===== src/rtl/dcache_2way.sv =====
// Two-way set-associative, write-back, write-allocate data cache with per-set LRU
// replacement and saturating hit/miss counters.
module dcache_2way #(
  parameter int unsigned ADDR_W  = 8,
  parameter int unsigned INDEX_W = 2,
  parameter int unsigned CNT_W   = 16
) (
  input  logic              clock,
  input  logic              reset,
  input  logic              read,
  input  logic              write,
  input  logic [ADDR_W-1:0] address,
  input  logic [7:0]        cpu_writeData,
  output logic [7:0]        cpu_readData,
  output logic              busywait,
  output logic              mem_read,
  output logic              mem_write,
  output logic [ADDR_W-3:0] mem_address,
  output logic [31:0]       mem_writedata,
  input  logic [31:0]       mem_readdata,
  input  logic              mem_busywait,
  output logic [CNT_W-1:0]  hit_count,
  output logic [CNT_W-1:0]  miss_count
);

  localparam int unsigned Sets = 2 ** INDEX_W;
  localparam int unsigned TagW = ADDR_W - INDEX_W - 2;

  typedef enum logic [1:0] {StIdle, StWriteback, StFetch, StUpdate} state_e;

  state_e            state_q, state_d;
  logic [31:0]       data_q  [2][Sets];
  logic [TagW-1:0]   tag_q   [2][Sets];
  logic [1:0]        valid_q [Sets];
  logic [1:0]        dirty_q [Sets];
  logic [Sets-1:0]   lru_q;
  logic              victim_q;
  logic [TagW-1:0]   victim_tag_q;
  logic [31:0]       fill_q;
  logic              from_update_q;

  logic [TagW-1:0]    tag;
  logic [INDEX_W-1:0] idx;
  logic [1:0]         off;
  logic               access, hit, hit_sel, victim;
  logic [1:0]         hit_way;
  logic [31:0]        hit_data;
  logic               hit_commit, miss_start;

  assign tag    = address[ADDR_W-1:INDEX_W+2];
  assign idx    = address[INDEX_W+1:2];
  assign off    = address[1:0];
  assign access = read ^ write;

  assign hit_way[0] = valid_q[idx][0] && (tag_q[0][idx] == tag);
  assign hit_way[1] = valid_q[idx][1] && (tag_q[1][idx] == tag);
  assign hit        = |hit_way;
  assign hit_sel    = hit_way[1];

  // Fill invalid ways first (way 0 preferred) before consulting LRU.
  assign victim = !valid_q[idx][0] ? 1'b0 :
                  !valid_q[idx][1] ? 1'b1 : lru_q[idx];

  assign hit_data     = data_q[hit_sel][idx];
  assign cpu_readData = hit_data[{off, 3'b000} +: 8];

  assign hit_commit = (state_q == StIdle) && access && hit;
  assign miss_start = (state_q == StIdle) && access && !hit;

  assign mem_writedata = data_q[victim_q][idx];
  // Gated by reset so the stall drops immediately even with a request still held.
  assign busywait = !reset && ((state_q != StIdle) || (access && !hit));

  always_comb begin
    state_d     = state_q;
    mem_read    = 1'b0;
    mem_write   = 1'b0;
    mem_address = {tag, idx};
    unique case (state_q)
      StIdle: begin
        if (miss_start) state_d = dirty_q[idx][victim] ? StWriteback : StFetch;
      end
      StWriteback: begin
        mem_write   = 1'b1;
        mem_address = {victim_tag_q, idx};
        if (!mem_busywait) state_d = StFetch;
      end
      StFetch: begin
        mem_read = 1'b1;
        if (!mem_busywait) state_d = StUpdate;
      end
      StUpdate: state_d = StIdle;
      default:  state_d = StIdle;
    endcase
  end

  always_ff @(posedge clock or posedge reset) begin
    if (reset) begin
      state_q       <= StIdle;
      lru_q         <= '0;
      hit_count     <= '0;
      miss_count    <= '0;
      from_update_q <= 1'b0;
      for (int s = 0; s < Sets; s++) begin
        valid_q[s] <= '0;
        dirty_q[s] <= '0;
      end
    end else begin
      state_q       <= state_d;
      from_update_q <= (state_q == StUpdate);
      if (hit_commit) begin
        lru_q[idx] <= ~hit_sel;
        if (write) dirty_q[idx][hit_sel] <= 1'b1;
        // The completing access after a refill is not a first-try hit.
        if (!from_update_q && (hit_count != '1)) hit_count <= hit_count + CNT_W'(1);
      end
      if (miss_start && (miss_count != '1)) miss_count <= miss_count + CNT_W'(1);
      if ((state_q == StWriteback) && !mem_busywait) dirty_q[idx][victim_q] <= 1'b0;
      if (state_q == StUpdate) begin
        valid_q[idx][victim_q] <= 1'b1;
        dirty_q[idx][victim_q] <= 1'b0;
      end
    end
  end

  always_ff @(posedge clock) begin
    if (miss_start) begin
      victim_q     <= victim;
      victim_tag_q <= tag_q[victim][idx];
    end
    if ((state_q == StFetch) && !mem_busywait) fill_q <= mem_readdata;
    if (state_q == StUpdate) begin
      data_q[victim_q][idx] <= fill_q;
      tag_q[victim_q][idx]  <= tag;
    end
    if (hit_commit && write) data_q[hit_sel][idx][{off, 3'b000} +: 8] <= cpu_writeData;
  end

endmodule


===== config.mk =====
export PLATFORM = sky130hd
export DESIGN_NAME = dcache_2way
export DESIGN_NICKNAME = d
export VERILOG_FILES = /design/src/rtl/dcache_2way.sv
export SDC_FILE = /design/constraint.sdc
export NUM_CORES = 1
export LEC_CHECK = 0
export CAP_MARGIN = 0
export CORE_UTILIZATION = 40
export DETAILED_ROUTE_END_ITERATION = 7
export PLACE_DENSITY = 0.57
export SLEW_MARGIN = 20
export SYNTH_ARGS = -nofsm -noshare
export SYNTH_HDL_FRONTEND = slang
export SYNTH_SLANG_ARGS = --single-unit

===== constraint.sdc =====
create_clock -name clock -period 7.3 [get_ports clock]
set_input_delay 1.825 -clock clock [delete_from_list [all_inputs] [get_ports clock]]
set_output_delay 1.825 -clock clock [all_outputs]
set_load 0.1 [all_outputs]

== After elaboration in Yosys (flattened, before gate mapping) ==
Memory sizes are Yosys's and may differ from the RTL's. A register that Yosys moved wholly into a read port is not among the register bits.
Index checks and enable logic that the tools add are counted.
Word-level totals
  word-level logic and storage cells: 143
  bits in latches: 0
  bits in registers: 92
  ROM bits: 0
  memories kept: 2
  bits of input ports: 53
  output and inout port bits: 81
  bits in writable memories: 288
Memory list
  data_q: depth 2, width 128, read ports 2, clocked after Yosys merged registers in 1, wr ports 1, line 32  | logic [31:0] data_q [2][Sets];
  tag_q: depth 2, width 16, read ports 3, clocked after Yosys merged registers in 0, wr ports 1, line 33  | logic [TagW-1:0] tag_q [2][Sets];
Operators by class
  multiply operators: 0
  magnitude comparators: 9
  equal/unequal tests: 10
  reductions and logical operators: 27
  shifts and indexed selects: 3
  add/subtract/negate cells: 3
  multiplexer cells: 65
  div/mod/pow operators: 0
  bitwise gates (word level): 8
Operators with widths (count)
  $mux 128: 4
  $mux 32: 6
  $bmux 32 s2: 2
  $demux 32 s2: 2
  $reduce_or 128->1: 1
  $add 16x1->16 const B: 2
  $mux 8: 4
  $ne 16x16->1 const B: 2
  $shift 8x7->32 const A: 1
  $shiftx 32x6->8: 1
  $shiftx 8x7->32: 1
  $mux 4: 7
  $bmux 4 s2: 3
  $mux 2: 10
  $and 8x8->8: 2
  $logic_and 1x1->1: 16
  $mux 16: 1
  $or 8x8->8: 2
  $mux 1: 14
  $bmux 2 s2: 2
  $demux 2 s2: 2
  $demux 4 s2: 1
  $eq 4x4->1: 2
  $not 8->8: 1
  26 further kinds: 36

== Logic depth before layout (Yosys ltp) ==
Gate-level depths: netlist of run 1.
  depth after elaboration: 19
  mapped depth: 11

== Worst setup path after synthesis of run 1 ==
OpenSTA, ideal clock, no wires.
  kind: in2out
  from: input address[2]
  to: output cpu_readData[0]
  arrival: 4.353 ns
  path slack: 1.122 ns
  stages on the path: 9
  buffers on the path: 3
  data required time: 5.475 ns
  path through: buf_6 -> mux4_2 -> xor2_1 -> nor2_1 -> and4_1 -> buf_2 -> buf_6 -> mux4_2 -> inv_1
Between the ends
  cells in the longest elaborated chain, start to end: 11
RTL lines
  start, declared: line 12  | input logic [ADDR_W-1:0] address,
  $not 2->3 (not written as such) (*): line 56, 64
  $bmux 4 s2: line 56  | assign hit_way[1] = valid_q[idx][1] && (tag_q[1][idx] == tag);
  $mux 4 (not written as such) (2 in series): line 56
  $eq 4x4->1: line 56
  $logic_and 1x1->1: line 56
  $mem_v2 2x128
  $bmux 32 s2 (*): line 64  | assign hit_data = data_q[hit_sel][idx];
  $mux 32 (not written as such) (*) (2 in series): line 64
  $shiftx 32x6->8 (*): line 65  | assign cpu_readData = hit_data[{off, 3'b000} +: 8];
  end, declared: line 14  | output logic [7:0] cpu_readData,
Every way passes the cells marked *; elsewhere a longest branch is shown, timed or not. The select of a mux whose other input is x is not followed.

== Worst setup path in the final report of run 1 ==
  from: input address[3]
  to: output cpu_readData[3]
Same word-level chain as after synthesis.

==> impl_metrics.json, run 1 <==
{
  "maximum_frequency_from_static_timing_analysis_mhz": 157,
  "cts.sinks": 381,
  "drt_pass1_iterations": 5,
  "seq_area_frac_synth_pct": 62.2,
  "min-delay-path-class": "reg2reg",
  "combinationalPowerShare_pct": 28.7,
  "summed_negative_setup_slack_over_all_endpoints_ns": 0,
  "p_int_mw": 4.40,
  "switching_component_of_the_power_mw": 2.28,
  "floorplan.io_pins": 134,
  "drt-initial-drc-count": 849,
  "cell_area_synth_sq_mm": 0.0179,
  "fp-row-count": 77,
  "cts_root_buffer": "sky130_fd_sc_hd__clkbuf_16",
  "drtAntennaViolNets": 0,
  "die_w_um": 214,
  "skew_ns": 0.0178,
  "vias_per_cell": 5.64,
  "finalPower_mw": 6.68,
  "coreArea_sq_mm": 0.0442,
  "synth_ff_type": "sky130_fd_sc_hd__edfxtp_1",
  "drt_drc_violations_left": 0,
  "area_growth_pct": 19.1,
  "synthMuxAreaShare_pct": 23.9,
  "startpoint_type": "primary input",
  "post_cts.repair.setup_buffers": 0,
  "routabilityCongestion": 0.814,
  "share_of_the_synthesized_area_in_compound_gates_ao_oa_aoi_oai_pct": 2.30,
  "postRouteWirelength_um": 46200,
  "post_cts_resized": 0,
  "clk_transition_reported_paths_ns": 0.06,
  "run_status": "complete, no violations",
  "die-area_sq_mm": 0.0457,
  "layout_worst_path_cycle_share_pct": 87.5,
  "postSynthRegisterBits": 381,
  "number_of_buffers_created_by_cts": 42,
  "post-route-min-period_ns": 6.38,
  "timing_hold_violations_final": 0,
  "synthSimpleGateAreaFrac_pct": 6.54,
  "critical_path_class": "in2out",
  "most-common-layout-cells": "325 x sky130_fd_sc_hd__edfxtp_1, 152 x sky130_fd_sc_hd__mux4_2, 94 x sky130_fd_sc_hd__clkdlybuf4s50_1",
  "syn_inst": 1044,
  "cp.arrival_ns": 4.56,
  "end_kind": "primary output",
  "chipHeight_um": 214,
  "yosysWarnings": 0,
  "num_vias": 10335,
  "synthXorXnorAreaFrac_pct": 1.99,
  "floorplan.initialDensity_pct": 40.6,
  "swShare_pct": 34.1,
  "yosysUniqueCellTypes": 57,
  "worstPathMaxFanout": 58,
  "synth_top_family_by_area": "multiplexers",
  "tritoncts": "done",
  "final_common_cell": "sky130_fd_sc_hd__edfxtp_1",
  "vias_in_the_first_global_route": 10554,
  "relSlewSlack_pct": 27.5,
  "insertion_delay_ns": 0.56,
  "setup_viol": 0,
  "drive_above_1_share_pct": 30.0,
  "cts.hold.buffers_added": 0,
  "post_synth.cell_area_avg_sq_um": 17.2,
  "p_per_area_mw_per_mm2": 313,
  "slew_violations": 0,
  "slew_worst_pin_ns": 1.08,
  "fill_cells": 3704,
  "max-cap-violations": 0,
  "htreeDepth": 2,
  "route.detailed.wl_per_inst_um": 25.3,
  "grt_antenna_before_repair": 1,
  "grt_start_max_net_pins": 76,
  "cts_buffer_depth": 3,
  "dp.final_hpwl_um": 31500,
  "unrepaired_setup_endpoints_after_global_routing": "false",
  "port_buffers": 133,
  "async_flop_share_pct": 14.4,
  "finalNetCount": 1273,
  "ir_worst_vdd_mv": 0.193,
  "grt_usage_pct": 20.9,
  "adder_and_majority_cell_fraction_of_the_synthesized_area_pct": 0.767,
  "post_synth_edffs": 325,
  "antenna-diode-count": 0,
  "p_clk_share_pct": 29.6,
  "grt-ovfl-total": 0,
  "grt_pass1_wl_um": 68700,
  "seq_power_share_pct": 41.6,
  "synth.net_count": 1108,
  "critPathRequiredTime_ns": 5.48,
  "cellLeakagePower_nw": 7.46
}
==> kinds of logic after synthesis <==
kind of cell / Yosys count
xor gates and xnor gates: 39
adders and majority gates: 11
and+or+nand+nor: 237
buffers and inverters: 85
muxes: 232
DFF: 381
AOI/OAI and AO/OA: 59
==> worst max-delay path, stage by stage <==
cell and delay (ns):
sky130_fd_sc_hd__buf_6 0.44, sky130_fd_sc_hd__mux4_2 0.43, sky130_fd_sc_hd__xor2_1 0.16, sky130_fd_sc_hd__nor2_1 0.18, sky130_fd_sc_hd__and4_1 0.20, sky130_fd_sc_hd__buf_4 0.30, sky130_fd_sc_hd__mux4_2 0.62, sky130_fd_sc_hd__inv_1 0.14
sky130_fd_sc_hd__buf_12 0.18
==> sequential cells by signal (all words and copies together) (netlist names), 2 cells and up, named ones only <==
register	count
lru_q	4
victim_tag_q	4
fill_q	32
state_q	2
valid_q	8
dirty_q	8
tag_q	32
hit_count	16
data_q	256
miss_count	16
==> cells in the mapped netlist (3+ instances only) <==
cell type / instances / area [sq um]
sky130_fd_sc_hd__edfxtp_1: 325 / 9760
sky130_fd_sc_hd__mux4_2: 152 / 3420
sky130_fd_sc_hd__nand2_1: 82 / 308
sky130_fd_sc_hd__dfrtp_1: 55 / 1380
sky130_fd_sc_hd__nand3_1: 49 / 245
sky130_fd_sc_hd__mux2_2: 43 / 484
sky130_fd_sc_hd__mux2i_1: 37 / 370
sky130_fd_sc_hd__a21oi_1: 27 / 135
sky130_fd_sc_hd__nor2_1: 25 / 93.8
sky130_fd_sc_hd__xnor2_1: 24 / 210
sky130_fd_sc_hd__buf_2: 23 / 115
sky130_fd_sc_hd__nor3_1: 22 / 110
sky130_fd_sc_hd__clkbuf_1: 21 / 78.8
sky130_fd_sc_hd__inv_1: 20 / 75.1
sky130_fd_sc_hd__xor2_1: 13 / 114
sky130_fd_sc_hd__ha_1: 11 / 138
sky130_fd_sc_hd__nand4_1: 10 / 62.6
sky130_fd_sc_hd__or2_2: 9 / 56.3
sky130_fd_sc_hd__and3_1: 8 / 50.1
sky130_fd_sc_hd__buf_6: 7 / 78.8
sky130_fd_sc_hd__nand2b_1: 7 / 43.8
sky130_fd_sc_hd__and4_1: 6 / 52.6
sky130_fd_sc_hd__buf_1: 6 / 22.5
sky130_fd_sc_hd__buf_4: 6 / 45.0
sky130_fd_sc_hd__o21ai_0: 6 / 30.0
sky130_fd_sc_hd__nor2b_1: 4 / 25.0
sky130_fd_sc_hd__o22a_1: 4 / 35.0
sky130_fd_sc_hd__a31oi_1: 3 / 18.8
sky130_fd_sc_hd__and2_1: 3 / 18.8
sky130_fd_sc_hd__nor3b_1: 3 / 22.5
==> metrics by stage <==
| stage | hold slack, ns | std cells | area (sq um) | setup slack [ns] | util (%) |
|---|---|---|---|---|---|
| floorplan | 0.434 | 1044 | 17900 | 1.12 | - |
| global placement | 0.447 | 1757 | 20100 | 0.924 | 45.4 |
| detailed placement | 0.451 | 1757 | 20100 | 0.899 | 45.4 |
| CTS | 0.465 | 1831 | 21400 | 0.888 | 48.3 |
| global route | 0.477 | 1831 | 21400 | 0.763 | 48.3 |
| finish | 0.465 | 1831 | 21400 | 0.915 | 48.3 |
==> worst paths after layout <==
path	start	depth (start not counted)	endpoint	slack (ns)
setup / recovery	address[3]	9	cpu_readData[3]	0.92
hold / removal	valid_q[0]	1	valid_q[0]	0.46
setup reg to reg	tag_q[1][7]	10	data_q[0][59]	3.91
hold reg to reg	valid_q[0]	1	valid_q[0]	0.46
max in group asynchronous	reset	3	valid_q[3]	4.95
min in group asynchronous	reset	3	miss_count[13]	1.87
==> routing by layer <==
layer,global-route usage (%),vias to the layer above,routed length [um]
met1,29.2,5419,20200
met3,4.17,75,2860
met4,6.82,2,1180
met2,33.0,309,22000
met5,0,-,12
li1,-,4530,-
==> area by class of cell <==
cell class                 count  area, sq um  area share (%)
clock inverter                24          151           0.708
inverter                      22         82.6           0.386
multi-input combinational    578         6360            29.8
clock buffer                  50         1120            5.25
tap                          592          741            3.47
timing repair buffer         184         1750            8.19
sequential                   381        11200            52.2
==> power by group through the flow <==
stage / Sequential, mW / Combinational [mW] / Clock, mW
5_1_grt: 2.81 / 2.03 / 2.10
3_3_place_gp: 2.83 / 1.93 / 0
6_report: 2.78 / 1.92 / 1.98
2_1_floorplan: 2.88 / 1.33 / 0
3_5_place_dp: 2.83 / 1.94 / 0
4_1_cts: 2.79 / 1.94 / 2.03
No activity file was read; power rests on OpenSTA's default activity.
==> run 2: changes to the inputs <==
- CORE_UTILIZATION: 40 -> 63
- GPL_ROUTABILITY_DRIVEN: unset -> 0
- PLACE_DENSITY: 0.57 -> 0.84
- SKIP_LAST_GASP: unset -> 1
==> impl_metrics.json, run 2 (same netlist as run 1, synthesis figures left out) <==
{
  "run_status": "complete, no violations",
  "grt_start_max_net_pins": 74,
  "post_cts_resized": 0,
  "dp.final_hpwl_um": 29200,
  "worstPathMaxFanout": 73,
  "critPathRequiredTime_ns": 5.48,
  "clk_transition_reported_paths_ns": 0.06,
  "slew_worst_pin_ns": 1.16,
  "critical_path.slowest_cell": "sky130_fd_sc_hd__mux4_2",
  "combinationalPowerShare_pct": 28.7,
  "p_per_area_mw_per_mm2": 318,
  "insertion_delay_ns": 0.52,
  "grt_antenna_before_repair": 0,
  "timing_hold_violations_final": 0,
  "die_w_um": 171,
  "p_clk_share_pct": 29.5,
  "drt-initial-drc-count": 1242,
  "htreeDepth": 2,
  "switching_component_of_the_power_mw": 2.24,
  "finalPower_mw": 6.71,
  "die-area_sq_mm": 0.0291,
  "maximum_frequency_from_static_timing_analysis_mhz": 155,
  "unrepaired_setup_endpoints_after_global_routing": "false",
  "slew_violations": 0,
  "ir_worst_vdd_mv": 0.227,
  "floorplan.initialDensity_pct": 64.4,
  "max_reg_flops": 256,
  "skew_ns": 0.0118,
  "max-cap-violations": 0,
  "grt_pass1_wl_um": 66700,
  "cts_root_buffer": "sky130_fd_sc_hd__clkbuf_16",
  "end_kind": "primary output",
  "critical_path_class": "in2out",
  "finalNetCount": 1259,
  "seq_power_share_pct": 41.7,
  "summed_negative_setup_slack_over_all_endpoints_ns": 0,
  "antenna-diode-count": 0,
  "finish.utilization_pct": 75.8,
  "register_area_sq_mm": 0.0112,
  "most-common-layout-cells": "325 x sky130_fd_sc_hd__edfxtp_1, 152 x sky130_fd_sc_hd__mux4_2, 120 x sky130_fd_sc_hd__clkdlybuf4s50_1",
  "route.detailed.wl_per_inst_um": 27.7,
  "multiInputGateArea_sq_mm": 0.00638,
  "vias_in_the_first_global_route": 11150,
  "coreArea_sq_mm": 0.0279,
  "relSlewSlack_pct": 22.6,
  "timing.critical_path.depth": 9,
  "num_vias": 10833,
  "number_of_buffers_created_by_cts": 39,
  "post_cts.repair.setup_buffers": 0,
  "drive_above_1_share_pct": 27.3,
  "cts.hold.buffers_added": 0,
  "reg_top3": "data_q (256), fill_q (32), tag_q (32)",
  "setup_viol": 0,
  "floorplan.io_pins": 134,
  "path_delay_family": "buffers and inverters",
  "startpoint_type": "primary input",
  "fin_worst_hold_slack_ns": 0.475,
  "worst-path-buf-inv": 4,
  "vias_per_cell": 6.76,
  "area_growth_pct": 17.8,
  "critPathMaxStageDelay_ns": 0.55,
  "chipHeight_um": 171,
  "layout_worst_path_cycle_share_pct": 88.2,
  "port_buffers": 133,
  "cellLeakagePower_nw": 7.38,
  "r2r_cells": 9,
  "tritoncts": "done",
  "post-route-min-period_ns": 6.44,
  "cts.sinks": 381,
  "grt-ovfl-total": 0,
  "list_of_cells_traversed_by_the_critical_path": "buf_6 > mux2i_1 > mux2_2 > xor2_1 > and4_1 > buf_4 > mux4_2 > inv_1 > buf_12",
  "p_int_mw": 4.46,
  "fill_cells": 1557,
  "postRouteWirelength_um": 44400,
  "swShare_pct": 33.4,
  "drtAntennaViolNets": 0,
  "cp.arrival_ns": 4.62,
  "cts_buffer_depth": 3,
  "drt_pass1_iterations": 5,
  "min-delay-path-class": "reg2reg",
  "grt_usage_pct": 32.0,
  "worstHoldPathCells": 1,
  "final_common_cell": "sky130_fd_sc_hd__edfxtp_1",
  "fp-row-count": 61,
  "top_register": "data_q",
  "drt_drc_violations_left": 0
}
## run 2: changes by cell type in the layout (fill, tap and decap cells not counted), sizes merged
cell and delta:
clkinv -9, clkdlybuf4s50 +26, inv -1, buf -37, clkbuf +2, bufinv +3, clkinvlp +1
## run 2: worst reg2reg max path, cell delays in order, from the launching register on
cell and delay (ns):
sky130_fd_sc_hd__edfxtp_1 0.37, sky130_fd_sc_hd__mux4_2 0.53, sky130_fd_sc_hd__xor2_1 0.15, sky130_fd_sc_hd__nor2_1 0.09, sky130_fd_sc_hd__nand4_2 0.11, sky130_fd_sc_hd__buf_4 0.25
sky130_fd_sc_hd__a21o_1 0.15, sky130_fd_sc_hd__buf_4 0.47, sky130_fd_sc_hd__nand3_1 0.37, sky130_fd_sc_hd__a21oi_1 0.99
## run 2: cell type report
| cell class | instances | share of cell area, % |
|---|---|---|
| well taps | 378 | 2.24 |
| repair buffers | 173 | 8.35 |
| clock inverters | 18 | 0.930 |
| multi-input cells | 578 | 30.2 |
| inverters | 22 | 0.391 |
| flip-flops and latches | 381 | 52.8 |
| clock buffers | 52 | 5.05 |
## run 2: routing by layer
metal / GRT usage (%) / share of wire, % / vias to the layer above
met1: 41.8 / 35 / 5488
met2: 52.4 / 49 / 689
li1: - / - / 4492
met4: 15.7 / 5.0 / 0
met3: 5.76 / 11 / 164
met5: 0 / 0 / -
## run 2: per-stage QoR
step | instance area [sq um] | instances | setup slack (ns)
floorplan | 17900 | 1044 | 1.12
global placement | 19800 | 1531 | 0.989
detailed placement | 19800 | 1532 | 0.923
CTS | 21100 | 1602 | 0.828
global route | 21100 | 1602 | 0.726
finish | 21100 | 1602 | 0.858
## run 2: final timing paths
| path | from | endpoint | slack (ns) |
|---|---|---|---|
| worst min-delay path | valid_q[3] | valid_q[3] | 0.48 |
| max in group asynchronous | reset | hit_count[8] | 4.99 |
| worst min register to register | valid_q[3] | valid_q[3] | 0.48 |
| min in group asynchronous | reset | miss_count[7] | 1.81 |
| worst max-delay path | address[3] | cpu_readData[0] | 0.86 |
| worst max register to register | tag_q[0][2] | data_q[1][125] | 3.43 |
## run 2: power groups by stage
stage          Clock [mW]  Sequential (mW)  Combinational [mW]
2_1_floorplan           0             2.88                1.33
3_3_place_gp            0             2.83                1.86
3_5_place_dp            0             2.84                1.91
4_1_cts              1.99             2.80                1.93
5_1_grt              2.07             2.82                2.01
6_report             1.98             2.80                1.93
==> RTL change 1, RTL diff (config.mk and constraints of run 1) <==
Set the parameter `INDEX_W` to 3 (it was 2).
--- a/src/rtl/dcache_2way.sv
+++ b/src/rtl/dcache_2way.sv
@@ -4,3 +4,3 @@
   parameter int unsigned ADDR_W  = 8,
-  parameter int unsigned INDEX_W = 2,
+  parameter int unsigned INDEX_W = 3,
   parameter int unsigned CNT_W   = 16
Formal check against the unedited RTL: not equivalent (Yosys sat finds a counterexample within 4 cycles, from zero or initial values and one cycle with reset high).
==> RTL change 1 against run 1 <==
Combinational power up 55%. Critical path depth up 7. Sequential cell count up 291. Routed wire length up 100%. Design area up 76%. Sequential share of layout area up 0.40 points. Count of clock-buffer cells in the layout up 43. Worst setup slack worse by 0.69 ns. Clock skew up 0.024 ns. Power up 70%. Area after synthesis up 75%. Critical endpoint is now cpu_readData[4]. Largest cell class unchanged. Largest power group unchanged.
==> RTL change 1: results (changes against run 1) <==
Worst setup path
  – Reg-to-reg endpoint: data_q[0][210]
  – Reg-to-reg slack, setup: 2.87 ns (-1.04 ns)
  – Arrival time of the worst setup path: 5.25 ns (+0.69 ns)
  – Reg-to-Reg Start: tag_q[0][17]
  – Delay of the slowest cell on the worst path: 0.51 ns (-0.11 ns)
  – Destination of the critical timing path: cpu_readData[4]

Synth
  – Synth top area cells: sky130_fd_sc_hd__edfxtp_1, sky130_fd_sc_hd__mux4_2, sky130_fd_sc_hd__mux2i_1
  – Sequential-to-total area share from yosys stat: 63.2% (+0.99 points)
  – Async set-reset flop share out of synthesis: 11.2% (-3.3 points)
  – Yosys cell types: 64 (+12%)
  – Post-synthesis net count: 2,106 (+90%)
  – Synth top cells by count: sky130_fd_sc_hd__edfxtp_1, sky130_fd_sc_hd__mux2i_1, sky130_fd_sc_hd__mux4_2
  – Number of synthesized flops with an enable pin: 596 (+83%)

Final layout
  – Final Net Count: 2,341 (+84%)

Power and ir drop
  – Fraction of power spent switching nets: 31.7% (-2.4 points)
  – Clock group: 0.00372 W (+88%)
  – LEAKAGE: 13.0 nW (+74%)

Timing
  – Worst Max-Slew Pin Slew: 1.21 ns (+0.128 ns)
  – Clock skew after layout: 0.0420 ns (+0.0242 ns)

Routing
  – Routed length on met3: 6970 um (+140%)
  – Top metal layer carrying routed signals: met4
  – Detail-routed net length per standard cell: 27.4 um (+8.6%)

Placement
  – HPWL after DPL: 62,300 um (+98%)
  – Cells after DPL: 3,236 (+84%)
  – Cell Area, Placed: 35,100 sq um (+75%)

Hold path
  – Worst min-delay path startpoint: valid_q[14]

Run status
  – Status: complete, no violations
[RTL change 1: cell count changes after synthesis, sizes merged, moves of 20 or more]
cell | before | now
a21oi | 30 | 88
buf | 42 | 85
clkbuf | 21 | 53
dfrtp | 55 | 75
edfxtp | 325 | 596
mux2 | 43 | 14
mux2i | 37 | 250
mux4 | 152 | 172
nand2 | 82 | 158
nand3 | 49 | 12
nor2 | 25 | 139
o21ai | 7 | 70
o22ai | 0 | 102
[RTL change 1: logic make-up after synthesis]
family          Yosys count  synth area share [%]
compound gates          328                  6.48
xor+xnor                 34                 0.951
fa+ha+maj                11                 0.439
buf+inv                 156                  2.36
flops                   672                  63.2
mux                     436                  20.9
simple gates            405                  5.73
[RTL change 1: layout make-up]
type,instances,area (sq um)
clock inverter,44,437
fill,6644,39800
sequential,672,19800
clock buffer,93,2000
multi-input combinational,1214,10900
timing repair buffer,296,3130
tap,1040,1300
inverter,18,68.8
[RTL change 1: worst reg2reg max path: stages, from the launching register on]
cell	delay [ns]
sky130_fd_sc_hd__edfxtp_1	0.45
sky130_fd_sc_hd__mux4_2	0.48
sky130_fd_sc_hd__mux2i_1	0.18
sky130_fd_sc_hd__xnor2_1	0.08
sky130_fd_sc_hd__nor4_1	0.58
sky130_fd_sc_hd__or2_1	0.25
sky130_fd_sc_hd__nand4_1	0.49
sky130_fd_sc_hd__nor2_2	0.23
sky130_fd_sc_hd__buf_4	0.17
sky130_fd_sc_hd__a21oi_2	0.17
sky130_fd_sc_hd__nor2_1	0.97
[RTL change 1: layer usage]
layer / GRT usage [%] / up-vias
met5: 0 / -
met4: 7.69 / 0
met3: 3.26 / 188
met2: 38.1 / 946
met1: 32.9 / 10300
li1: - / 8592
==> RTL change 2, RTL diff (settings of run 1) <==
Made on the original files. Make the reset (`reset`) synchronous in one clocked block.
--- a/src/rtl/dcache_2way.sv
+++ b/src/rtl/dcache_2way.sv
@@ -96,3 +96,3 @@
 
-  always_ff @(posedge clock or posedge reset) begin
+  always_ff @(posedge clock) begin
     if (reset) begin
Formal check against the unedited RTL: differs if reset is asserted again (counterexample within 4 cycles, from zero or initial values and one cycle with reset high); with reset held inactive, the same outputs for 4 cycles.
==> RTL change 2 against run 1 <==
Routed wire length shrank 0.14%. Worst setup slack gained 0.034 ns. Worst hold slack worse by 0.0015 ns. Sequential share of layout area is 1.4 points lower. Sequential cell count unchanged. Core utilization grew 0.47 points. Area after synthesis is 1.2% higher. Die area is 1.2% higher. Design area rose by 1.6%. Power shrank 10%. Register-to-register slack lost 0.72 ns. Non-clock buffer count down 1. Critical endpoint is now cpu_readData[6]. Highest routed layer is now met4.
==> RTL change 2: results (changes against run 1) <==
Synth
  – Synth top area cells: sky130_fd_sc_hd__edfxtp_1, sky130_fd_sc_hd__mux4_2, sky130_fd_sc_hd__dfxtp_1
  – Synth top cells by count: sky130_fd_sc_hd__edfxtp_1, sky130_fd_sc_hd__mux4_2, sky130_fd_sc_hd__o21ai_0
  – Yosys cell types: 56 (-1.8%)
  – Async set-reset flop share out of synthesis: 0% (-14 points)
  – Number of synthesized flops with an enable pin: 341 (+4.9%)

Worst setup path
  – Delay of the slowest cell on the worst path: 0.56 ns (-0.06 ns)
  – CP top delay family: multiplexers
  – Arrival time of the worst setup path: 4.53 ns (-0.03 ns)
  – Worst Path Max Fanout: 63 (+8.6%)
  – Worst-case reg-to-reg path depth: 8 (-2)
  – Reg-to-reg slack, setup: 3.19 ns (-0.72 ns)
  – Reg-to-Reg Start: tag_q[1][14]

Placement
  – HPWL after DPL: 32,600 um (+3.7%)
  – Setup slack at placement: 0.899 ns (+0.000505 ns)
  – Gpl congestion: 0.826 (+1.5%)

Final layout
  – Multi-input gate share of the layout cell area: 31.2% (+1.4 points)
  – Clkbuf count: 55 (+10%)
  – Signal inverters: 23 (+4.5%)
  – Reg area: 11,000 sq um (-1.0%)
  – Fraction of area in clock buffers and inverters: 5.92% (-0.038 points)
  – Filler Cell Count: 3,805 (+2.7%)
  – Number of sequential storage elements: 381 (unchanged)
  – Layout cell share with drive strength beyond 1: 26.1% (-4.0 points)
  – Layout multi-input combinational cell count: 650 (+12%)
  – Buffer count excluding the clock tree in the final layout: 183 (-0.54%)
  – Area share of buffers outside the clock network: 8.24% (+0.053 points)

GRT
  – Maximum number of pins on one net before global-route repair: 69 (-9.2%)
  – First-pass GRT wire length: 69,300 um (+0.87%)
  – Number of global-route vias before repair: 10.9k (+3.3%)

Timing
  – Final cycle utilization of the critical path: 87.0% (-0.47 points)
  – Worst Max-Slew Pin Slew: 1.12 ns (+0.0374 ns)

Power and ir drop
  – Internal portion of total power: 0.00419 W (-4.9%)
  – Max IR drop VDD: 0.193 mV (-0.19%)

Routing
  – Vias per Instance: 5.66 (+0.22%)
  – Number of violations reported at the end of detailed-routing iteration 0: 949 (+12%)
  – Detail-routed net length per standard cell: 24.3 um (-3.8%)
  – WL met2: 21,600 um (-1.6%)
  – Routed length on met3: 2820 um (-1.1%)
  – Top metal layer carrying routed signals: met4

Hold path
  – Worst min-delay path startpoint: lru_q[3]

Clock network
  – TritonCTS Buffers: 40 (-4.8%)

Run status
  – Status: complete, no violations
==> RTL change 2: logic make-up (layout without fill, tap and decap cells) <==
family / Yosys count / in the layout / synth area share (%)
buf+inv: 99 / 277 / 2.30
mux: 231 / 231 / 23.3
simple gates: 219 / 219 / 5.93
xor+xnor: 29 / 29 / 1.40
flops: 381 / 381 / 60.8
compound gates: 160 / 160 / 5.53
fa+ha+maj: 11 / 11 / 0.758
==> RTL change 2: through the flow <==
step | total power (W) | std cells | util, % | instance area [sq um] | hold slack (ns)
after CTS | 0.00606 | 1900 | 48.7 | 21700 | 0.468
after global routing | 0.00622 | 1900 | 48.8 | 21700 | 0.485
after detailed placement | 0.00406 | 1829 | 45.8 | 20400 | 0.453
after global placement | 0.00405 | 1829 | 45.8 | 20400 | 0.448
final | 0.00602 | 1900 | 48.8 | 21700 | 0.463
after floorplan | 0.00365 | 1130 | - | 18200 | 0.435
==> RTL change 2: worst max-delay path by stage <==
| stage | startpoint | end | cells after the start |
|---|---|---|---|
| 4_1_cts | address[3] | cpu_readData[6] | 8 |
| 2_1_floorplan | address[2] | busywait | 9 |
| 6_report | address[3] | cpu_readData[6] | 8 |
| 5_1_grt | address[3] | cpu_readData[6] | 8 |
| 3_5_place_dp | address[3] | cpu_readData[6] | 8 |
| 3_3_place_gp | address[3] | cpu_readData[6] | 8 |
==> RTL change 2: power by group through the flow <==
stage,Clock [W],Combinational [W],Sequential [W]
3_5_place_dp,0,0.00144,0.00262
3_3_place_gp,0,0.00144,0.00262
2_1_floorplan,0,0.00105,0.00260
6_report,0.00201,0.00144,0.00257
5_1_grt,0.00213,0.00151,0.00258
4_1_cts,0.00204,0.00145,0.00257
